[src/rtl/rle_qspi_fetch.sv]
`default_nettype none
// ============================================================================
// Module   : rle_qspi_fetch
// Purpose  : Drives the external QSPI flash holding the RLE image. On every
//            frame_start it issues a Quad Output Fast Read at START_ADDR, then
//            streams 16-bit run words into a 2-entry FIFO that feeds the
//            RLE/VGA decoder over a valid/ready handshake. SCK is held low
//            whenever the FIFO could not accept another word.
// Ports    : clk, rst          - clock, synchronous active-high reset
//            frame_start       - one-cycle pulse, (re)starts the read
//            spi_cs_n/spi_clk  - flash chip select (active low) and SCK
//            spi_mosi/spi_d_oe - IO0 serial out and its output enable
//            spi_miso[3:0]     - quad data in (bit3 = IO3)
//            data_out/data_valid/data_ready - decoder word stream
// Revision : 1.0 - initial release
// ============================================================================
module rle_qspi_fetch #(
    parameter logic [23:0] START_ADDR     = 24'h000000,
    parameter logic [7:0]  READ_CMD       = 8'h6B,
    parameter int          DUMMY_CYCLES   = 8,   // must be >= 1
    parameter int          CS_HIGH_CYCLES = 2    // must be >= 1
) (
    input  logic        clk,
    input  logic        rst,
    input  logic        frame_start,
    output logic        spi_cs_n,
    output logic        spi_clk,
    output logic        spi_mosi,
    output logic        spi_d_oe,
    input  logic [3:0]  spi_miso,
    output logic [15:0] data_out,
    output logic        data_valid,
    input  logic        data_ready
);

    typedef enum logic [2:0] {
        S_IDLE    = 3'd0,
        S_CS_WAIT = 3'd1,
        S_CMD     = 3'd2,
        S_ADDR    = 3'd3,
        S_DUMMY   = 3'd4,
        S_DATA    = 3'd5,
        S_STALL   = 3'd6
    } state_t;

    localparam logic [15:0] c_CS_LAST    = 16'(CS_HIGH_CYCLES - 1);
    localparam logic [15:0] c_DUMMY_LAST = 16'(DUMMY_CYCLES - 1);

    state_t      r_state, w_state_nxt;
    logic [15:0] r_cnt, w_cnt_nxt;       // bit / nibble / wait counter within a state
    logic        r_phase, w_phase_nxt;   // current SCK level (0 = low half of a bit)
    logic [31:0] r_tx, w_tx_nxt;         // {READ_CMD, START_ADDR}, MSB on IO0
    logic [11:0] r_sh, w_sh_nxt;         // first three nibbles of the word in flight

    logic [15:0] r_mem [0:1];
    logic        r_head;
    logic [1:0]  r_count;

    logic        w_push, w_pop, w_flush;
    logic [15:0] w_word;
    logic [1:0]  w_occ_after_pop;

    assign w_pop           = (r_count != 2'd0) && data_ready;
    assign w_occ_after_pop = r_count - {1'b0, w_pop};
    assign w_word          = {r_sh, spi_miso};

    // ------------------------------------------------------------------
    // State and datapath registers
    // ------------------------------------------------------------------
    always_ff @(posedge clk) begin
        if (rst) begin
            r_state <= S_IDLE;
            r_cnt   <= '0;
            r_phase <= 1'b0;
            r_tx    <= '0;
            r_sh    <= '0;
        end else begin
            r_state <= w_state_nxt;
            r_cnt   <= w_cnt_nxt;
            r_phase <= w_phase_nxt;
            r_tx    <= w_tx_nxt;
            r_sh    <= w_sh_nxt;
        end
    end

    // ------------------------------------------------------------------
    // Next-state logic. Every serial bit/nibble is a low cycle followed by
    // a high cycle; counters advance and data shifts at the edge that ends
    // the high cycle, so IO0 only changes while SCK is low.
    // ------------------------------------------------------------------
    always_comb begin
        w_state_nxt = r_state;
        w_cnt_nxt   = r_cnt;
        w_phase_nxt = r_phase;
        w_tx_nxt    = r_tx;
        w_sh_nxt    = r_sh;
        w_push      = 1'b0;
        w_flush     = 1'b0;

        if (frame_start) begin
            w_state_nxt = S_CS_WAIT;
            w_cnt_nxt   = '0;
            w_phase_nxt = 1'b0;
            w_flush     = 1'b1;
        end else begin
            case (r_state)
                S_IDLE: ;
                S_CS_WAIT: begin
                    if (r_cnt == c_CS_LAST) begin
                        w_state_nxt = S_CMD;
                        w_cnt_nxt   = '0;
                        w_tx_nxt    = {READ_CMD, START_ADDR};
                    end else begin
                        w_cnt_nxt = r_cnt + 16'd1;
                    end
                end
                S_CMD, S_ADDR, S_DUMMY: begin
                    w_phase_nxt = ~r_phase;
                    if (r_phase) begin
                        w_tx_nxt  = {r_tx[30:0], 1'b0};
                        w_cnt_nxt = r_cnt + 16'd1;
                        if (r_state == S_CMD && r_cnt == 16'd7) begin
                            w_state_nxt = S_ADDR;
                            w_cnt_nxt   = '0;
                        end else if (r_state == S_ADDR && r_cnt == 16'd23) begin
                            w_state_nxt = S_DUMMY;
                            w_cnt_nxt   = '0;
                        end else if (r_state == S_DUMMY && r_cnt == c_DUMMY_LAST) begin
                            w_state_nxt = S_DATA;
                            w_cnt_nxt   = '0;
                        end
                    end
                end
                S_DATA: begin
                    if (!r_phase) begin
                        // A word may only start if the FIFO will have room for
                        // it; pushes happen 8 cycles later and pops only help.
                        if (r_cnt == 16'd0 && w_occ_after_pop == 2'd2) begin
                            w_state_nxt = S_STALL;
                        end else begin
                            w_phase_nxt = 1'b1;
                        end
                    end else begin
                        w_phase_nxt = 1'b0;
                        w_sh_nxt    = {r_sh[7:0], spi_miso};
                        if (r_cnt == 16'd3) begin
                            w_push    = 1'b1;
                            w_cnt_nxt = '0;
                        end else begin
                            w_cnt_nxt = r_cnt + 16'd1;
                        end
                    end
                end
                S_STALL: begin
                    if (w_occ_after_pop != 2'd2) begin
                        w_state_nxt = S_DATA;
                    end
                end
                default: w_state_nxt = S_IDLE;
            endcase
        end
    end

    // ------------------------------------------------------------------
    // 2-entry FIFO. The write slot is head+count, so a push with a
    // simultaneous pop at occupancy 1 lands behind the departing head.
    // ------------------------------------------------------------------
    always_ff @(posedge clk) begin
        if (rst) begin
            r_mem[0] <= '0;
            r_mem[1] <= '0;
            r_head   <= 1'b0;
            r_count  <= 2'd0;
        end else if (w_flush) begin
            r_head  <= 1'b0;
            r_count <= 2'd0;
        end else begin
            if (w_push) begin
                r_mem[r_head ^ r_count[0]] <= w_word;
            end
            if (w_pop) begin
                r_head <= ~r_head;
            end
            case ({w_push, w_pop})
                2'b10:   r_count <= r_count + 2'd1;
                2'b01:   r_count <= r_count - 2'd1;
                default: r_count <= r_count;
            endcase
        end
    end

    assign spi_cs_n   = (r_state == S_IDLE) || (r_state == S_CS_WAIT);
    assign spi_clk    = r_phase;
    assign spi_d_oe   = (r_state == S_CMD) || (r_state == S_ADDR);
    assign spi_mosi   = spi_d_oe && r_tx[31];
    assign data_valid = (r_count != 2'd0);
    assign data_out   = r_mem[r_head];

endmodule
`default_nettype wire

[config.mk]
export PLATFORM = sky130hd
export DESIGN_NAME = rle_qspi_fetch
export DESIGN_NICKNAME = d
export VERILOG_FILES = /design/src/rtl/rle_qspi_fetch.sv
export SDC_FILE = /design/constraint.sdc
export NUM_CORES = 1
export LEC_CHECK = 0
export CAP_MARGIN = 15
export CELL_PAD_IN_SITES_DETAIL_PLACEMENT = 1
export CELL_PAD_IN_SITES_GLOBAL_PLACEMENT = 2
export CORE_MARGIN = 1.5
export CORE_UTILIZATION = 35
export DETAILED_ROUTE_END_ITERATION = 7
export HOLD_SLACK_MARGIN = 0.15
export PLACE_DENSITY = 0.79
export SYNTH_ARGS = -nofsm -noshare
export SYNTH_HDL_FRONTEND = slang
export SYNTH_SLANG_ARGS = --single-unit
[constraint.sdc]
create_clock -name clk -period 4.9 [get_ports clk]
set_input_delay 0.735 -clock clk [delete_from_list [all_inputs] [get_ports clk]]
set_output_delay 0.735 -clock clk [all_outputs]
set_load 0.01 [all_outputs]
### Word-level counts from Yosys, hierarchy flattened

Memories as Yosys holds them, arrays and structs flattened. A register that Yosys moved wholly into a read port is not among the register bits.
Cells that the tools add are included.

| storage, ports and cells | value |
|---|---|
| register bits | 67 |
| latch bits | 0 |
| memory bits (writable) | 32 |
| bits in read-only memories | 0 |
| input port bits | 8 |
| output and inout bits | 21 |
| word-level logic and storage cells | 111 |
| memories kept | 1 |

| operators by class | value |
|---|---|
| add/sub/neg operators | 4 |
| $mul | 0 |
| div/mod/pow operators | 0 |
| $lt $le $gt $ge | 0 |
| equal/unequal tests | 28 |
| shift-type cells | 0 |
| mux-type cells | 41 |
| bitwise logic cells | 5 |
| reductions and logical operators | 24 |

Memories:

| name | depth | bits a word | read ports | clocked after memory_dff | write ports | line | RTL |
|---|---|---|---|---|---|---|---|
| r_mem | 2 | 16 | 1 | 1 | 2 | 55 | `logic [15:0] r_mem [0:1];` |

Operator list:

| kind | count |
|---|---|
| $mux W16 | 8 |
| $mux W32 | 2 |
| $pmux W32 S2 | 1 |
| $pmux W16 S3 | 1 |
| $mux W3 | 8 |
| $mux W1 | 18 |
| $add A16 B1 Y16 const B | 1 |
| $eq A16 B1 Y1 const B | 1 |
| $eq A16 B2 Y1 const B | 1 |
| $eq A16 B3 Y1 const B | 1 |
| $eq A16 B5 Y1 const B | 1 |
| $logic_not A16 Y1 | 1 |
| $ne A2 B2 Y1 const B | 8 |
| $reduce_or A16 Y1 | 1 |
| $ne A3 B3 Y1 const B | 5 |
| $pmux W3 S5 | 1 |
| $reduce_and A7 Y1 | 2 |
| $eq A3 B3 Y1 const B | 3 |
| $reduce_bool A2 Y1 | 4 |
| $eq A3 B2 Y1 const B | 2 |
| $logic_and A1 B1 Y1 | 6 |
| $reduce_and A3 Y1 | 2 |
| $ne A5 B5 Y1 const B | 1 |
| $eq A2 B2 Y1 const B | 2 |
| 16 further kinds | 21 |

### Depth between registers and ports, before layout

Gate-level depths: netlist of run 1.

| logic depth | value |
|---|---|
| depth after elaboration | 11 |
| mapped depth | 9 |
| depth with buffers taken out | 8 |

### Worst setup path before layout of run 1

OpenSTA, ideal clock, no wires.

| timing | value |
|---|---|
| path kind | reg-to-reg |
| start point | register r_cnt[14] |
| end point | memory r_mem[1][0] (enable) |
| library setup time | 373 ps |
| data arrival time | 2,148 ps |
| data required time | 4,527 ps |
| slack | 2,379 ps |
| stages on the path, launching flop included | 7 |
| path buffers | 0 |
| period minus slack after synthesis | 2,521 ps |
| cell sequence | dfxtp_1 -> or4_4 -> nor4_2 -> nand3_1 -> or2_4 -> nor3b_4 -> or2_1 |

RTL lines:

| element | line | RTL |
|---|---|---|
| start, declared | 50 | `logic [15:0] r_cnt, w_cnt_nxt;` |
| start signal, assigned | 79 | `r_cnt <= w_cnt_nxt;` |
| end, declared | 55 |  |

==> flow_summary.ini, run 1 <==
[outcome]
run_status = completed

[drt]
drt_pre_antenna_iters = 6
antenna_left = 0
detailedRoute.firstIterationViolations = 57
post_drt_wl_per_cell_um = 15.59
remaining_drc_errors = 0
detail_route.vias_per_cell = 4.959
drt-total-wl_um = 7918
via_count = 2519

[final_layout]
antenna_cells = 0
nNetsFinal = 383
fillerInstances = 1106
multi_input_comb_area_mm2 = 0.001655
final_layout_size_suffix_gt1_frac = 0.1413
area_growth_pct = 16.59
final-seq-area_mm2 = 0.001842

[timing]
worst-slew-pin-transition_ps = 806.2
fin_tns_setup_ps = 0
fin_worst_hold_slack_ps = 479.2
timing.final.max_slew_violations = 0
fin_crit_sh = 0.6260
postLayoutSetupSlackWorst_ps = 1833
max_clock_freq_mhz = 326.0
final.min_clock_period_ps = 3067
rsz0062_at_grt = false
slew_headroom = 0.4609
timing.final.hold_violations = 0
setup-violations-final = 0
fin_worst_skew_ps = 12.01

[clock_tree]
hold_buffers = 0
clock_latency_ps = 360
clock_tree.buffer_depth = 2
postCtsSetupBuffers = 0
cts.sinks = 76
cts-htree-levels = 3
clkTransAtPathRegs_ps = 80
cts-buffers-inserted = 9
tritoncts = built
post_cts_resized = 0
root_buffer = clkbuf_8

[worst_setup_path]
timing.critical_path.from_type = flip-flop
worstPathArrival_ps = 3060
timing.critical_path.max_delay_family = simple AND/OR/NAND/NOR gates
worst-endpoint-required_ps = 4900
critical_path.n_buffers_inverters = 0
critPathKind = reg -> reg
end_kind = flip-flop
crit_slowest_cell = or2_1
crit_chain = or4_4 -> nor4_2 -> nand3_1 -> or2_4 -> nor3b_4 -> or2_1
path_max_fanout = 17
critPathMaxStageDelay_ps = 620

[global_route]
grt_first_pass_wirelength_um = 13150
grt_use_total = 0.1524
first_global_vias = 2606
globalRouteOverflowTotal = 0
grt_antenna_before_repair = 0
largest_net_degree_at_the_start_of_global_routing = 18

[placement]
port_buffers = 28
dpl_worst_slack_ps = 1460
post-dp-hpwl_um = 5614
place.gp.congestion = 0.7703

[synth]
yosys_warnings = 0
netlist_top_cells_area = edfxtp_1 27%, dfxtp_1 24%, and2_1 6.1%
postSynthCellCount = 344
synth.lib_cells_used.distinct = 51
syn_area_per_cell_um2 = 10.46
synth_sequential_area_ratio = 0.5118
synth_largest_type_area_fraction = 0.2670
synth.net_count = 357
syn_std_cell_area_mm2 = 0.003598
most_common_cell_in_the_synthesized_netlist = dfxtp_1
ys.flop_type = dfxtp_1
synth_edf_count = 32
synth_commonest_cells = 44 x dfxtp_1, 36 x nand2_1, 35 x and2_1
synth_area_leader_cell = edfxtp_1
asyncSetResetFlopFracSynth = 0
yosys_register_bits = 76

[worst_hold_path]
hold_class = reg -> reg

[floorplanning]
core-area_mm2 = 0.009864
vertical_die_dimension_um = 104.4
die_area_mm2 = 0.01090
row_count = 36
initial_core_util = 0.3648
width_of_the_die_um = 104.4
design.portCount = 29

[power]
cellPowerDensity_mw_per_mm2 = 295.3
power.static_leakage_nw = 1.440
power.ir.vdd_worst_uv = 110.0

[run]
drv.max_cap_violation_count = 0
## placed cells by master, fill, tap and decap left out, types with 9 or more instances in the layout
cell / n
nand3_1: 11
and2_1: 35
mux2_2: 16
nor2_1: 29
a21oi_1: 24
clkbuf_8: 9
clkdlybuf4s50_1: 28
dfxtp_1: 44
edfxtp_1: 32
xor2_1: 13
nand2_1: 36
## metrics by stage
step	total power, mW	cells	utilization	cell area [µm²]
2_1_floorplan	0.7277	344	-	3598
3_3_place_gp	0.7566	492	0.4051	3996
3_5_place_dp	0.7589	492	0.4051	3996
4_1_cts	1.253	508	0.4253	4195
5_1_grt	1.281	508	0.4253	4195
6_report	1.239	508	0.4253	4195
## worst reg2reg max path: cells and delay by family, from the launching register on
family / cells / cell delay [ps]
DFF: 1 / 350
and+or+nand+nor: 6 / 2360
## worst paths after layout
check | endpoint | depth (start not counted) | slack (ps) | from
worst max register to register | r_mem[1][1] | 6 | 1830 | r_cnt[14]
worst min register to register | r_sh[11] | 2 | 480 | r_sh[11]
worst min-delay path | r_sh[11] | 2 | 480 | r_sh[11]
worst max-delay path | r_mem[1][1] | 6 | 1830 | r_cnt[14]
## area by class of cell
cell class              count  area share
clock buffers              10     0.03042
clock inverters             6     0.01700
flip-flops and latches     76      0.4390
multi-input cells         245      0.3946
well taps                 133     0.03967
repair buffers             32     0.07396
inverters                   6    0.005368
## cell families after synthesis
family,Yosys count,share of synthesized area
buffers and inverters,23,0.02816
flip-flops,76,0.5118
XOR/XNOR,17,0.04138
multiplexers,19,0.05876
AND/OR/NAND/NOR,157,0.2566
adder cells (fa/ha/maj),5,0.01739
AO/OA/AOI/OAI,47,0.08589
## sequential cells by signal, summed over array words and instances, names as in the netlist, named ones only
| signal | cells |
|---|---|
| r_count | 2 |
| r_tx | 8 |
| r_mem | 32 |
| r_cnt | 16 |
| spi_clk | 1 |
| r_sh | 12 |
| r_head | 1 |
| r_state | 3 |
## layer usage
layer  up-vias  wire length [µm]  global-route usage
li1       1249                 -                   -
met1      1223              3749              0.1908
met2        37              3819              0.2538
met3        10               232             0.03258
met4         0               116             0.06349
met5         -                 0                   0
## where the power goes
group | internal, mW | total (mW) | switching [mW]
clock network | 0.240 | 0.496 | 0.256
logic | 0.0289 | 0.0642 | 0.0354
registers | 0.672 | 0.679 | 0.00717
total | 0.940 | 1.24 | 0.298
Power figures use the tool's default switching activity.
==> run 2, diff against run 1 <==
==> constraint.sdc (replaced) <==
create_clock -name clk -period 3.09 [get_ports clk]
set_input_delay 0.4635 -clock clk [delete_from_list [all_inputs] [get_ports clk]]
set_output_delay 0.4635 -clock clk [all_outputs]
set_load 0.01 [all_outputs]
==> flow_summary.ini, run 2 (synthesized netlist as in run 1, its figures left out) <==
[final_layout]
finalCoreUtilization = 0.4309
nNetsFinal = 387
top_register = r_mem
final_layout_size_suffix_gt1_frac = 0.1530
layout_top_registers = r_mem: 32 flops, r_cnt: 16 flops, r_sh: 12 flops
area_growth_pct = 18.12
flip_flop_count_of_the_largest_register_after_layout = 32
most_frequent_cells_in_the_layout = 44 x dfxtp_1, 36 x nand2_1, 35 x and2_1
antenna_cells = 0
final_common_cell = dfxtp_1

[clock_tree]
tritoncts = built
cts-htree-levels = 3
clock_tree.buffer_depth = 2
cts.sinks = 76
postCtsSetupBuffers = 0
clock_latency_ps = 340
root_buffer = clkbuf_8
post_cts_resized = 0
hold_buffers = 0
cts-buffers-inserted = 9
clkTransAtPathRegs_ps = 80

[floorplanning]
core-area_mm2 = 0.009864
vertical_die_dimension_um = 104.4
row_count = 36
design.portCount = 29
die_area_mm2 = 0.01090
initial_core_util = 0.3648
width_of_the_die_um = 104.4

[worst_setup_path]
crit_chain = inv_1 -> ha_1 -> or4b_1 -> nor4_4 -> nand2_1 -> a21oi_2 -> mux2i_1 -> nor2_1
slack_of_the_worst_reg_to_reg_path_ps = 590
end_kind = flip-flop
timing.rr.end = r_tx[24]
critPathMaxStageDelay_ps = 520
path_max_fanout = 15
timing.critical_path.max_delay_family = simple AND/OR/NAND/NOR gates
critPathLaunch = r_cnt[1]
timing.critical_path.from_type = flip-flop
worst_r2r_path_depth = 8
regToRegStartpoint = r_cnt[1]
critPathKind = reg -> reg
critical_path.n_buffers_inverters = 1
crit_slowest_cell = a21oi_2
worstPathArrival_ps = 2720
worst_setup_path_endpoint = r_tx[24]
worst-path-stages = 8
worst-endpoint-required_ps = 3310

[placement]
port_buffers = 28
post-dp-hpwl_um = 5411
dpl_worst_slack_ps = 539.1
place.gp.congestion = 0.7405

[drt]
via_count = 2538
drt_pre_antenna_iters = 6
antenna_left = 0
post_drt_wl_per_cell_um = 14.89
remaining_drc_errors = 0
drt-total-wl_um = 7626
detailedRoute.firstIterationViolations = 55
detail_route.vias_per_cell = 4.957

[timing]
timing.final.max_slew_violations = 0
fin_worst_skew_ps = 7.431
rsz0062_at_grt = false
fin_tns_setup_ps = 0
postLayoutSetupSlackWorst_ps = 594.1
setup-violations-final = 0
slew_headroom = 0.5253
timing.final.hold_violations = 0
max_clock_freq_mhz = 400.7
worst-slew-pin-transition_ps = 711.1
fin_crit_sh = 0.8077
final.min_clock_period_ps = 2496

[power]
cellPowerDensity_mw_per_mm2 = 476.0
power.static_leakage_nw = 1.474
power.ir.vdd_worst_uv = 224.6

[run]
drv.max_cap_violation_count = 0

[global_route]
grt_first_pass_wirelength_um = 12820
grt_antenna_before_repair = 0
first_global_vias = 2584
globalRouteOverflowTotal = 0
largest_net_degree_at_the_start_of_global_routing = 26
grt_use_total = 0.1471

[outcome]
run_status = completed

[worst_hold_path]
hold_class = reg -> reg
run 2: changes by cell type in the layout (fill, tap and decap cells not counted):
| cell | change |
|---|---|
| clkinv_2 | +1 |
| inv_8 | +1 |
| inv_6 | -2 |
| clkbuf_1 | -1 |
| bufinv_16 | +1 |
| buf_4 | +4 |
run 2: worst min path at each step:
stage | endpoint | startpoint | cells after the start
3_3_place_gp | r_sh[8] | r_sh[8] | 2
3_5_place_dp | r_tx[28] | r_tx[27] | 2
4_1_cts | r_tx[28] | r_tx[28] | 2
6_report | r_tx[28] | r_tx[28] | 2
2_1_floorplan | r_sh[10] | r_sh[10] | 2
5_1_grt | r_tx[26] | r_tx[26] | 2
run 2: layout make-up:
cell class,instances,area [µm²]
multi-input combinational,245,1655
timing repair buffer,36,340.3
tap,133,166.4
clock buffer,9,123.9
clock inverter,7,100.1
sequential,76,1842
inverter,6,22.52
fill,1102,5614
run 2: per-stage QoR:
step           hold WS [ps]  instances  total power [mW]  area [µm²]
2_1_floorplan         440.1        344             1.154        3598
3_3_place_gp          453.0        496             1.202        4026
3_5_place_dp          462.4        496             1.205        4026
4_1_cts               480.2        512             2.062        4250
5_1_grt               501.3        512             2.108        4250
6_report              471.9        512             2.023        4250
run 2: routing by layer:
layer  routed length (µm)  share of wire  GRT usage  vias to the layer above
met3                  216          0.028    0.03195                        5
met1                 3511           0.46     0.1815                     1240
li1                     -              -          -                     1261
met2                 3838           0.50     0.2552                       32
met5                    0              0          0                        -
met4                   60         0.0079    0.04464                        0
run 2: worst register-to-register path: stages, from the launching register on:
cell,delay [ps]
dfxtp_1,350
inv_1,110
ha_1,170
or4b_1,490
nor4_4,300
nand2_1,140
a21oi_2,530
mux2i_1,250
nor2_1,50
run 2: power by group:
part	switching (mW)	internal, mW	total, mW
registers	0.0104	1.06	1.07
clock network	0.384	0.460	0.845
logic	0.0562	0.0478	0.104
